<file path="src/rtl/turfbus_resp.sv">
// TURFbus response packetiser: on a TURF request, streams header, source words
// (LSB first), a status byte and an XOR checksum as one contiguous byte run.
module turfbus_resp #(
  parameter int unsigned MAX_WORDS = 64
) (
  input  logic        clk_i,
  input  logic        rst_i,
  input  logic        treq_n_i,
  input  logic [31:0] src_dat_i,
  input  logic        src_valid_i,
  input  logic        src_last_i,
  output logic        src_ready_o,
  output logic [7:0]  td_o,
  output logic        sreq_n_o,
  output logic        busy_o,
  output logic        req_drop_o
);

  localparam int unsigned CNT_W  = 9;
  localparam int unsigned BYTE_W = 8;
  localparam int unsigned SH_W   = 24;
  localparam logic [BYTE_W-1:0] HDR_BYTE = 8'hA5;
  localparam logic [CNT_W-1:0]  MAX_CNT  = CNT_W'(MAX_WORDS);

  typedef enum logic [2:0] {
    S_IDLE,
    S_HDR,
    S_DATA,
    S_STAT,
    S_CSUM
  } state_t;

  state_t            state_q, state_d;
  logic [BYTE_W-1:0] td_d;
  logic              sreq_n_d;
  logic              busy_d;
  logic              drop_d;
  logic [CNT_W-1:0]  cnt_q, cnt_d;
  logic [BYTE_W-1:0] csum_q, csum_d;
  logic [1:0]        bidx_q, bidx_d;
  logic [SH_W-1:0]   sh_q, sh_d;
  logic              last_q, last_d;
  logic              treq_q;
  logic              armed_q;
  logic              req_det;
  logic              word_slot;
  logic              below_max;
  logic [BYTE_W-1:0] status;

  // armed_q blocks a request until treq_n_i has actually been sampled high after reset
  assign req_det   = armed_q & treq_q & ~treq_n_i;
  assign below_max = (cnt_q < MAX_CNT);
  assign word_slot = (state_q == S_HDR) || ((state_q == S_DATA) && (bidx_q == 2'd3));
  assign src_ready_o = word_slot & src_valid_i & ~last_q & below_max;
  assign status    = {5'b0, ~last_q & below_max, ~last_q & ~below_max, last_q};

  // Next-state and next-output logic; outputs reflect the state being entered
  always_comb begin
    state_d  = state_q;
    td_d     = '0;
    sreq_n_d = 1'b1;
    cnt_d    = cnt_q;
    csum_d   = csum_q;
    bidx_d   = bidx_q;
    sh_d     = sh_q;
    last_d   = last_q;
    unique case (state_q)
      S_IDLE: begin
        if (req_det) begin
          state_d  = S_HDR;
          td_d     = HDR_BYTE;
          sreq_n_d = 1'b0;
          csum_d   = HDR_BYTE;
          cnt_d    = '0;
          last_d   = 1'b0;
        end
      end
      S_HDR, S_DATA: begin
        sreq_n_d = 1'b0;
        if (word_slot) begin
          if (src_ready_o) begin
            state_d = S_DATA;
            bidx_d  = 2'd0;
            td_d    = src_dat_i[7:0];
            sh_d    = src_dat_i[31:8];
            cnt_d   = cnt_q + CNT_W'(1);
            last_d  = last_q | src_last_i;
          end else begin
            state_d = S_STAT;
            td_d    = status;
          end
        end else begin
          td_d   = sh_q[7:0];
          sh_d   = {8'h00, sh_q[SH_W-1:8]};
          bidx_d = bidx_q + 2'd1;
        end
        csum_d = csum_q ^ td_d;
      end
      S_STAT: begin
        state_d  = S_CSUM;
        td_d     = csum_q;
        sreq_n_d = 1'b0;
      end
      S_CSUM: begin
        state_d = S_IDLE;
      end
      default: begin
        state_d = S_IDLE;
      end
    endcase
    busy_d = (state_d != S_IDLE);
    drop_d = req_det && (state_q != S_IDLE);
  end

  // State and registered outputs; reset aborts any packet immediately
  always_ff @(posedge clk_i or posedge rst_i) begin
    if (rst_i) begin
      state_q    <= S_IDLE;
      td_o       <= '0;
      sreq_n_o   <= 1'b1;
      busy_o     <= 1'b0;
      req_drop_o <= 1'b0;
      cnt_q      <= '0;
      csum_q     <= '0;
      bidx_q     <= '0;
      sh_q       <= '0;
      last_q     <= 1'b0;
      treq_q     <= 1'b1;
      armed_q    <= 1'b0;
    end else begin
      state_q    <= state_d;
      td_o       <= td_d;
      sreq_n_o   <= sreq_n_d;
      busy_o     <= busy_d;
      req_drop_o <= drop_d;
      cnt_q      <= cnt_d;
      csum_q     <= csum_d;
      bidx_q     <= bidx_d;
      sh_q       <= sh_d;
      last_q     <= last_d;
      treq_q     <= treq_n_i;
      armed_q    <= armed_q | treq_n_i;
    end
  end

endmodule

</file>
<file path="config.mk">
export PLATFORM = sky130hd
export DESIGN_NAME = turfbus_resp
export DESIGN_NICKNAME = d
export VERILOG_FILES = /design/src/rtl/turfbus_resp.sv
export SDC_FILE = /design/constraint.sdc
export NUM_CORES = 1
export LEC_CHECK = 0
export BUFFER_PORTS_ARGS = -buffer_cell sky130_fd_sc_hd__buf_4
export CORE_MARGIN = 2
export CORE_UTILIZATION = 52
export CTS_BUF_LIST = sky130_fd_sc_hd__clkbuf_2
export DETAILED_ROUTE_END_ITERATION = 8
export GPL_TIMING_DRIVEN = 0
export PLACE_DENSITY = 0.75
export SETUP_SLACK_MARGIN = 0.5
export SLEW_MARGIN = 20
export SYNTH_ARGS = -nofsm -noshare
export SYNTH_HDL_FRONTEND = slang
export SYNTH_SLANG_ARGS = --single-unit
export TNS_END_PERCENT = 5
</file>
<file path="constraint.sdc">
create_clock -name clk_i -period 2.3 [get_ports clk_i]
set_input_delay 0.115 -clock clk_i [delete_from_list [all_inputs] [get_ports clk_i]]
set_output_delay 0.115 -clock clk_i [all_outputs]
set_load 0.01 [all_outputs]
</file>
* Word-level counts from Yosys, hierarchy flattened
Cells that the tools add are included.
Word-level totals: register bits after elaboration 60, output and inout bits 12, word-level logic and storage cells 73
Cells by class: add/subtract/negate cells 2, order comparisons 1, equality and inequality tests 8, muxes and demuxes 25, bitwise gates (word level) 13, reduce and logical (&&, ||, !) cells 12
Operators by type and width (count):
- $mux 24 | 2
- $mux 8 | 5
- $mux 9 | 3
- $pmux 8 s3 | 1
- $pmux 9 s2 | 1
- $pmux 8 s2 | 1
- $add 9x1->9 const B | 1
- $lt 9x7->1 const B | 1
- $pmux 3 s3 | 1
- $ne 2x2->1 const B | 4
- $xor 8x8->8 | 1
- $and 1x1->1 | 7
- $eq 3x2->1 const B | 2
- $mux 3 | 2
- $reduce_bool 3->1 | 2
- $mux 1 | 5
- $mux 2 | 2
- $pmux 1 s2 | 2
- $reduce_and 2->1 | 2
- $reduce_and 4->1 | 1
- $eq 3x1->1 const B | 1
- $logic_not 3->1 | 1
- $not 1->1 | 3
- $reduce_or 3->1 | 1
- 7 further kinds | 9

* Depth between registers and ports, before layout
Gate-level depths: netlist of run 1.
depth in word-level cells 11, depth in mapped cells 7, mapped depth without buffers 5

* Worst setup path after synthesis of run 1
OpenSTA, ideal clock, no wires.
path type register to register, start register state_q[0], end register sh_q[4], setup time 0.127 ns, arrival time 1.952 ns, data required time 2.173 ns, slack 0.220 ns, stages on the path, launching flop included 7, period minus slack after synthesis 2.080 ns, path through dfrtp_1 clkbuf_1 nand3b_2 a21oi_4 buf_2 mux2_2 mux2_1
On the way: cells in the longest elaborated chain, start to end 8
Ends and longest elaborated chain:
- start, declared | RTL line 33 | state_t state_q, state_d;
- start signal, assigned | RTL line 131 | state_q <= state_d;
- $eq 3x2->1 | RTL line 53, 67
- $logic_and 1x1->1 | RTL line 53 | assign word_slot = (state_q == S_HDR) || ((state_q == S_DATA) && (bidx_q == 2'd3));
- $logic_or 1x1->1 | RTL line 53
- $and 1x1->1 (3 in a row) | RTL line 54 | assign src_ready_o = word_slot & src_valid_i & ~last_q & below_max;
- $ne 2x2->1 (no source line)
- $reduce_and 2->1 (no source line)
- end signal, assigned | RTL line 126 | sh_q <= '0;
- end signal, assigned | RTL line 139 | sh_q <= sh_d;
- end, declared | RTL line 41 | logic [SH_W-1:0] sh_q, sh_d;
Parallel ways exist; a longest one is shown, timed or not. A chain may end at the register's enable or synchronous reset.

* Final worst setup path of run 1
start register cnt_q[6], end output port src_ready_o
On the way: cells in the longest elaborated chain, start to end 2
Ends and longest elaborated chain:
- start, declared | RTL line 38 | logic [CNT_W-1:0] cnt_q, cnt_d;
- start signal, assigned | RTL line 136 | cnt_q <= cnt_d;
- $lt 9x7->1 | RTL line 52 | assign below_max = (cnt_q < MAX_CNT);
- $and 1x1->1 | RTL line 54
- end, declared | RTL line 12 | output logic src_ready_o,
No other way between the ends.

==> qor.csv, run 1 <==
metric,value,unit
antennaDiodeCount,0,
synth_area_per_cell,12.28,um^2
reg2reg_setup_slack,0.30,ns
clk_pin_slew,0.16,ns
synth_seq_cells,60,
hold_violations,0,
stdcell_area,3913,um^2
routed.top_layer,met4,
clock_sinks,60,
p_leak,1.902,nW
ant_nets,0,
required,2.18,ns
grt_pass1_wl,10.73,mm
clock.fmax,458.8,MHz
cts_tree,done,
fin_cells,404,
dr_total_vias,2169,
crit_path_start,cnt_q[6],
fin_crit_sh,94.77,%
die_w,77.06,um
start_util,53.99,%
area_delta_synth_final,40.98,%
maxCapViolations,0,
yosysWarnings,0,
synth-edff-count,0,
peakVddDrop,0.7623,mV
fin_crit,2.180,ns
via_per_inst,5.369,
grt_pass1_vias,2220,
drt_wl_total,6.369,mm
netlist_area,2775,um^2
worst_pin_slew,0.7697,ns
ioPinCount,49,
synth.distinct_cells,49,
cp_max_fo,2,
drtIter0Drc,119,
grt_setup_unrepaired,true,
r2r_start,cnt_q[8],
dp_hpwl,4.027,mm
yosysSeqAreaShare,54.19,%
layout.cells.most_common,buf_4,
r2r_end,sh_q[9],
fin_worst_skew,0.01634,ns
setup_viol,0,
io_buffers,48,
power_density,1166,nW/um^2
place_area,3274,um^2
grt_usage,23.57,%
crit_path_end,src_ready_o,
status,"complete, no violations",
core-area,5140,um^2
first_pass_iters,4,
clock_latency,0.48,ns
grt_overflow,0,
async_flop_share,100.0,%
worstSetupPathType,reg2out,
wl_met2,3.272,mm
die-height,77.06,um
synth_cells,226,
drv_slew,0,
nets,368,
crit_arrival,2.06,ns
synth_nets,265,
rows,26,
grt_max_degree,34,
cts_htree_levels,3,
relSlewSlack,48.55,%
r2r.worst_path.cells,6,
numCtsBuffers,9,
numPlacedInstances,345,
route.met3.wl,224,um
ys.flop_type,dfrtp_1,
fin_tns_setup,0,ns
fin_util,76.12,%
wl_per_cell,15.76,um
critPathLaunchType,flop,
min_path_type,in2reg,
antenna_found_initial,0,
gp_congestion,0.7661,
end_kind,primary output,
power,4.561,mW
clockBufferDepth,2,
layout-drive-gt1-share,39.82,%
drcViolationCount,0,
dieArea,5937,um^2
mostFrequentLayoutCells,"60 x buf_4, 57 x dfrtp_1, 30 x dlygate4sd3_1, 22 x mux2_2",
cts_root_buffer,clkbuf_2,
wl_met1,2.720,mm
-- registers in the layout, summed over array words and instances (netlist names) --
| name | count |
|---|---|
| sh_q | 24 |
| armed_q | 1 |
| state_q | 3 |
| cnt_q | 9 |
| treq_q | 1 |
| csum_q | 8 |
| last_q | 1 |
| req_drop_o | 1 |
| td_o | 8 |
| bidx_q | 2 |
| sreq_n_o | 1 |
| busy_o | 1 |
-- through the flow --
stage | setup slack [ns] | hold WS [ns]
finish | 0.1203 | 0.07645
global route | 0.02407 | 0.07563
CTS | -0.03217 | 0.01189
detailed placement | 0.1487 | 0.1218
global placement | -0.01892 | 0.2353
floorplan | 0.3955 | 0.1195
-- layer usage --
layer | up-vias | global-route usage, %
met5 | - | 0
met4 | 0 | 13.57
met3 | 14 | 4.118
met2 | 59 | 39.04
met1 | 1066 | 29.10
li1 | 1030 | -
-- layout make-up --
class,count,area (um^2)
Buffer,11,91.34
Clock buffer,9,45.04
Clock inverter,7,81.33
Fill cell,365,1227
Inverter,6,25.02
Multi-Input combinational cell,149,1291
Sequential cell,60,1505
Tap cell,70,87.58
Timing Repair Buffer,92,785.8
-- cell usage after synthesis, types with 2 or more instances --
cell type  number  area, um^2
o21ai_1         3       15.01
a2111oi_0       3       26.28
nor3b_1         3       22.52
and3_1          2       12.51
dfstp_2         2       52.55
nand2_1        17       63.81
mux2_1         12       135.1
nor2_1         11       41.29
a22o_1          9       78.83
and2_1          2       12.51
nor4_1          2       12.51
a21oi_1        17       85.08
dfrtp_1        58        1451
inv_1           6       22.52
nand3b_1        2       15.01
clkbuf_1        5       18.77
ha_1            2       25.02
buf_6           2       22.52
mux2i_1         8       80.08
a22oi_1         4       30.03
nor2b_1         2       12.51
nand4_1         3       18.77
buf_2           3       15.01
mux2_2         22       247.7
nand2b_1        2       12.51
-- cells by family after synthesis --
kind of cell	share of synthesized area, %
buffers and inverters	3.111
AOI/OAI and AO/OA	13.53
adders and majority gates	0.9016
DFF	54.19
xor gates and xnor gates	0.3157
and+or+nand+nor	11.27
muxes	16.68
-- where the power goes --
group	switching [mW]	leakage, nW	internal (mW)	total, mW
logic	0.992	1.05	1.19	2.18
registers	0.225	0.776	1.43	1.65
clock network	0.383	0.0782	0.346	0.729
-- critical path, stage by stage, from the launching register on --
cell and delay (ns):
dfrtp_1 0.41, or4_4 0.55, a2111oi_4 0.27, buf_6 0.17
buf_8 0.09, buf_6 0.09
-- worst min path at each step --
stage                            from          to  slack [ns]  cells after the start
after floorplan              treq_n_i      treq_q        0.12                      0
after global placement       treq_n_i      treq_q        0.24                      1
after detailed placement        rst_i  req_drop_o        0.12                      2
after CTS                 src_valid_i  state_q[0]        0.01                      4
after global routing      src_valid_i  state_q[0]        0.08                      4
final                     src_valid_i  state_q[0]        0.08                      4
-- repair_timing --
action | in CTS | in global routing
gates resized for setup | 26 | 1
endpoints found under the hold margin | 93 | 0
cloned | 0 | 0
setup buffers | 8 | 5
setup endpoints to repair | 50 | 49
pin swaps | 15 | 3
hold buffers | 30 | 0
(Power assumes the default switching activity.)
==> inputs of run 2 (changes only) <==
Settings changed: PLACE_DENSITY 0.75 to 0.78.
Clock period 2.3 ns to 2 ns, I/O delays scaled along.
==> qor.csv, run 2 (synthesized netlist as in run 1, its figures left out) <==
metric,value,unit
first_pass_iters,4,
antenna_found_initial,0,
dieArea,5937,um^2
min_path_type,in2reg,
end_kind,primary output,
cts_tree,done,
setup_viol,2,
worstSetupPathType,reg2out,
grt_overflow,0,
numCtsBuffers,9,
layout.cells.most_common,buf_4,
grt_usage,23.86,%
worst_pin_slew,0.5538,ns
antennaDiodeCount,0,
wl_per_cell,16.36,um
required,1.90,ns
gp_congestion,0.8079,
p_leak,1.912,nW
die_w,77.06,um
dp_slack,-0.08728,ns
fin_worst_skew,0.02098,ns
violations,negative setup slack,
start_util,53.99,%
layout-drive-gt1-share,42.34,%
clock.fmax,461.6,MHz
clock_latency,0.51,ns
mostFrequentLayoutCells,"59 x buf_4, 57 x dfrtp_1, 30 x dlygate4sd3_1, 20 x mux2_2",
dr_total_vias,2168,
ioPinCount,49,
via_per_inst,5.380,
rows,26,
drv_slew,0,
worst_slack,-0.1664,ns
clock_sinks,60,
fin_crit,2.166,ns
area_delta_synth_final,40.31,%
crit_arrival,2.07,ns
grt_setup_unrepaired,true,
io_buffers,48,
clockBufferDepth,2,
grt_pass1_vias,2225,
relSlewSlack,62.92,%
grt_pass1_wl,10.78,mm
status,finished with violations,
nets,369,
cp_max_fo,2,
ant_nets,0,
n_fill_cell,340,
drt_wl_total,6.593,mm
power_density,1306,nW/um^2
maxCapViolations,0,
die-height,77.06,um
fin_crit_sh,108.3,%
critPathLaunchType,flop,
largest_reg_flops,24,
fin_util,75.75,%
largest_register,sh_q,
core-area,5140,um^2
clk_pin_slew,0.15,ns
top_regs,"sh_q x24, cnt_q x9",
cts_root_buffer,clkbuf_2,
dp_hpwl,4.011,mm
peakVddDrop,0.7448,mV
cts_htree_levels,3,
drtIter0Drc,112,
drcViolationCount,0,
hold_violations,0,
grt_max_degree,61,
## run 2: changes by cell type in the layout (fill, tap and decap cells not counted), sizes merged
cell    change
clkinv      -1
bufinv      -2
buf         +1
clkbuf      +1
## run 2: area by class of cell
type	instances	area [um^2]	share of cell area, %
sequential	60	1505	38.66
multi-input combinational	149	1310	33.64
inverter	6	25.02	0.6427
timing repair buffer	93	802.0	20.60
tap	70	87.58	2.249
clock buffer	10	50.05	1.285
clock inverter	4	18.77	0.4820
buffer	11	95.09	2.442
## run 2: worst max-delay path: stages (launching register included)
cell	delay (ns)
dfrtp_1	0.40
or4_4	0.56
a2111oi_4	0.26
buf_6	0.17
buf_8	0.09
buf_6	0.09
## run 2: worst paths after layout
check / endpoint / start / cells past startpoint / slack [ns]
setup / recovery: src_ready_o / cnt_q[8] / 5 / -0.17
hold / removal: state_q[0] / src_valid_i / 4 / 0.03
setup reg to reg: cnt_q[5] / cnt_q[8] / 5 / -0.01
hold reg to reg: armed_q / armed_q / 1 / 0.49
max in group asynchronous: treq_q / rst_i / 4 / 1.52
min in group asynchronous: td_o[0] / rst_i / 4 / 0.18
## run 2: metrics by stage
| stage | area [um^2] | hold WS [ns] | power, mW | TNS, ns | std cells |
|---|---|---|---|---|---|
| 5_1_grt | 3894 | 0.02131 | 5.428 | -1.312 | 403 |
| 4_1_cts | 3836 | 0.01105 | 5.001 | -0.3506 | 399 |
| 2_1_floorplan | 2843 | 0.1045 | 3.570 | 0 | 226 |
| 3_3_place_gp | 3291 | 0.2209 | 4.076 | -19.66 | 344 |
| 6_report | 3894 | 0.03092 | 5.086 | -0.1784 | 403 |
| 3_5_place_dp | 3327 | 0.1904 | 4.173 | -0.8745 | 345 |
## run 2: routing by layer
| layer | track usage, % | share of wire (%) | vias to the layer above |
|---|---|---|---|
| met5 | 0 | 0 | - |
| li1 | - | - | 1029 |
| met1 | 29.82 | 43 | 1043 |
| met3 | 6.118 | 6.2 | 17 |
| met4 | 13.39 | 3.0 | 0 |
| met2 | 37.89 | 48 | 79 |
## run 2: timing repair
action / CTS / global route
cloned: 0 / 1
hold buffers: 30 / 0
setup buffers: 10 / 3
resized for setup: 19 / 8
pin swaps: 13 / 13
hold endpoints to repair: 94 / 0
endpoints found under the setup margin: 54 / 53
## run 2: power by group
group	total, mW	switching, mW	internal, mW
Clock	0.565	0.420	0.145
Sequential	1.91	0.268	1.64
Combinational	2.61	1.16	1.45
Total	5.09	1.85	3.24
==> inputs of run 3 (changes only) <==
Settings changed: CORE_UTILIZATION 52 to 45, PLACE_DENSITY 0.78 to 0.69.
==> qor.csv, run 3 (synthesized netlist as in run 1, its figures left out) <==
metric,value,unit
status,finished with violations,
violations,negative setup slack,
intPower,3.474,mW
critPathLaunchType,flop,
clock_latency,0.49,ns
rows,28,
drcViolationCount,0,
dieArea,6811,um^2
maxCapViolations,0,
cts_root_buffer,clkbuf_2,
antenna_found_initial,0,
relSlewSlack,62.50,%
grt_max_degree,32,
cts_htree_levels,3,
via_per_inst,5.309,
ant_nets,0,
io_buffers,48,
mostFrequentLayoutCells,"59 x buf_4, 57 x dfrtp_1, 31 x dlygate4sd3_1, 21 x mux2_2, 17 x nand2_1",
fin_worst_skew,0.02919,ns
worst_pin_slew,0.5538,ns
numCtsBuffers,9,
crit_top_cell,buf_6,
power_density,1349,nW/um^2
fin_crit,2.153,ns
hold_violations,0,
power_frac_seq,35.6,%
drv_slew,0,
core-area,5956,um^2
place_area,3319,um^2
grt_usage,22.01,%
fin_util,66.34,%
clock.fmax,464.4,MHz
critPathSlowestCell,or4_4,
wl_met2,3.256,mm
antennaDiodeCount,0,
layout.cells.most_common,buf_4,
dp_slack,-0.1467,ns
min_path_type,in2reg,
top_regs,"sh_q x24, cnt_q x9",
clockBufferDepth,2,
grt_pass1_vias,2232,
drt_wl_total,6.559,mm
crit_arrival,2.05,ns
worstSetupPathType,reg2out,
routed.top_layer,met4,
die_w,82.53,um
clk_pin_slew,0.19,ns
largest_register,sh_q,
drtIter0Drc,123,
path_cells,"or4_4, a2111oi_4, buf_6, buf_8, buf_6",
wl_per_cell,16.08,um
cp_top_family,simple AND/OR/NAND/NOR gates,
route.met3.wl,335,um
start_util,46.60,%
die-height,82.53,um
p_leak,1.923,nW
p_sw,1.856,mW
dp_hpwl,4.308,mm
nets,367,
area_delta_synth_final,42.38,%
required,1.90,ns
peakVddDrop,0.8156,mV
dr_total_vias,2166,
cts_tree,done,
sw_frac_of_total,34.82,%
first_pass_iters,4,
grt_pass1_wl,10.87,mm
clock_sinks,60,
grt_setup_unrepaired,true,
fin_crit_sh,107.7,%
setup_viol,11,
stdcell_area,3951,um^2
wl_met1,2.924,mm
power,5.330,mW
cp_max_fo,2,
max_stage_delay,0.53,ns
p_clk_share,16.0,%
grt_overflow,0,
largest_reg_flops,24,
ioPinCount,49,
pwr-share-comb,48.4,%
cp_num_buf_inv,3,
worst_slack,-0.1534,ns
layout-drive-gt1-share,42.34,%
end_kind,primary output,
gp_congestion,0.8293,
-- run 3: layout make-up --
class                   instances  area (um^2)
multi-input cells             149         1323
clock inverters                 6        78.83
clock buffers                  10        50.05
inverters                       6        25.02
plain buffers                  11        98.84
well taps                      75        93.84
flip-flops and latches         60         1505
fillers                       459         2004
repair buffers                 91        777.0
-- run 3: per-stage QoR --
| step | setup TNS (ns) | hold WS, ns | std cells |
|---|---|---|---|
| final | -0.9402 | 0.1081 | 408 |
| after global routing | -2.420 | 0.07273 | 408 |
| after CTS | -1.111 | 0.08938 | 408 |
| after detailed placement | -1.958 | 0.1234 | 350 |
| after global placement | -19.32 | 0.2220 | 349 |
| after floorplan | 0 | 0.1045 | 226 |
-- run 3: path summary, 6_finish.rpt --
check,start,end,slack [ns],depth (start not counted)
max,cnt_q[6],src_ready_o,-0.15,5
min,src_dat_i[2],csum_q[2],0.11,4
max reg2reg,state_q[1],sh_q[9],-0.11,5
min reg2reg,csum_q[6],csum_q[6],0.48,1
max in group asynchronous,rst_i,treq_q,1.29,4
min in group asynchronous,rst_i,csum_q[5],0.14,3
-- run 3: layer usage --
metal	global-route usage, %	vias up
met1	27.28	1070
met5	0	-
met3	7.500	5
met4	4.098	0
met2	37.66	63
li1	-	1028
-- run 3: repair_timing --
| action | in CTS | in global routing |
|---|---|---|
| hold buffers | 31 | 0 |
| hold endpoints to repair | 94 | 0 |
| buffers inserted | 11 | 0 |
| setup endpoints to repair | 54 | 53 |
| resized for setup | 23 | 4 |
| pin swaps | 13 | 12 |
-- run 3: worst reg2reg max path, cell delays in order (launching register included) --
cell and delay [ns]:
dfrtp_2 0.51, nand2b_4 0.23, a21oi_2 0.32, a21boi_4 0.39
buf_6 0.22, mux2_2 0.34
-- run 3: power by group through the flow --
| stage | clock network [mW] | logic (mW) | registers, mW |
|---|---|---|---|
| after floorplan | 0 | 1.69 | 1.88 |
| after global placement | 0 | 2.21 | 1.89 |
| after detailed placement | 0 | 2.28 | 1.91 |
| after CTS | 0.864 | 2.57 | 1.90 |
| after global routing | 0.928 | 2.83 | 1.95 |
| final | 0.854 | 2.58 | 1.90 |
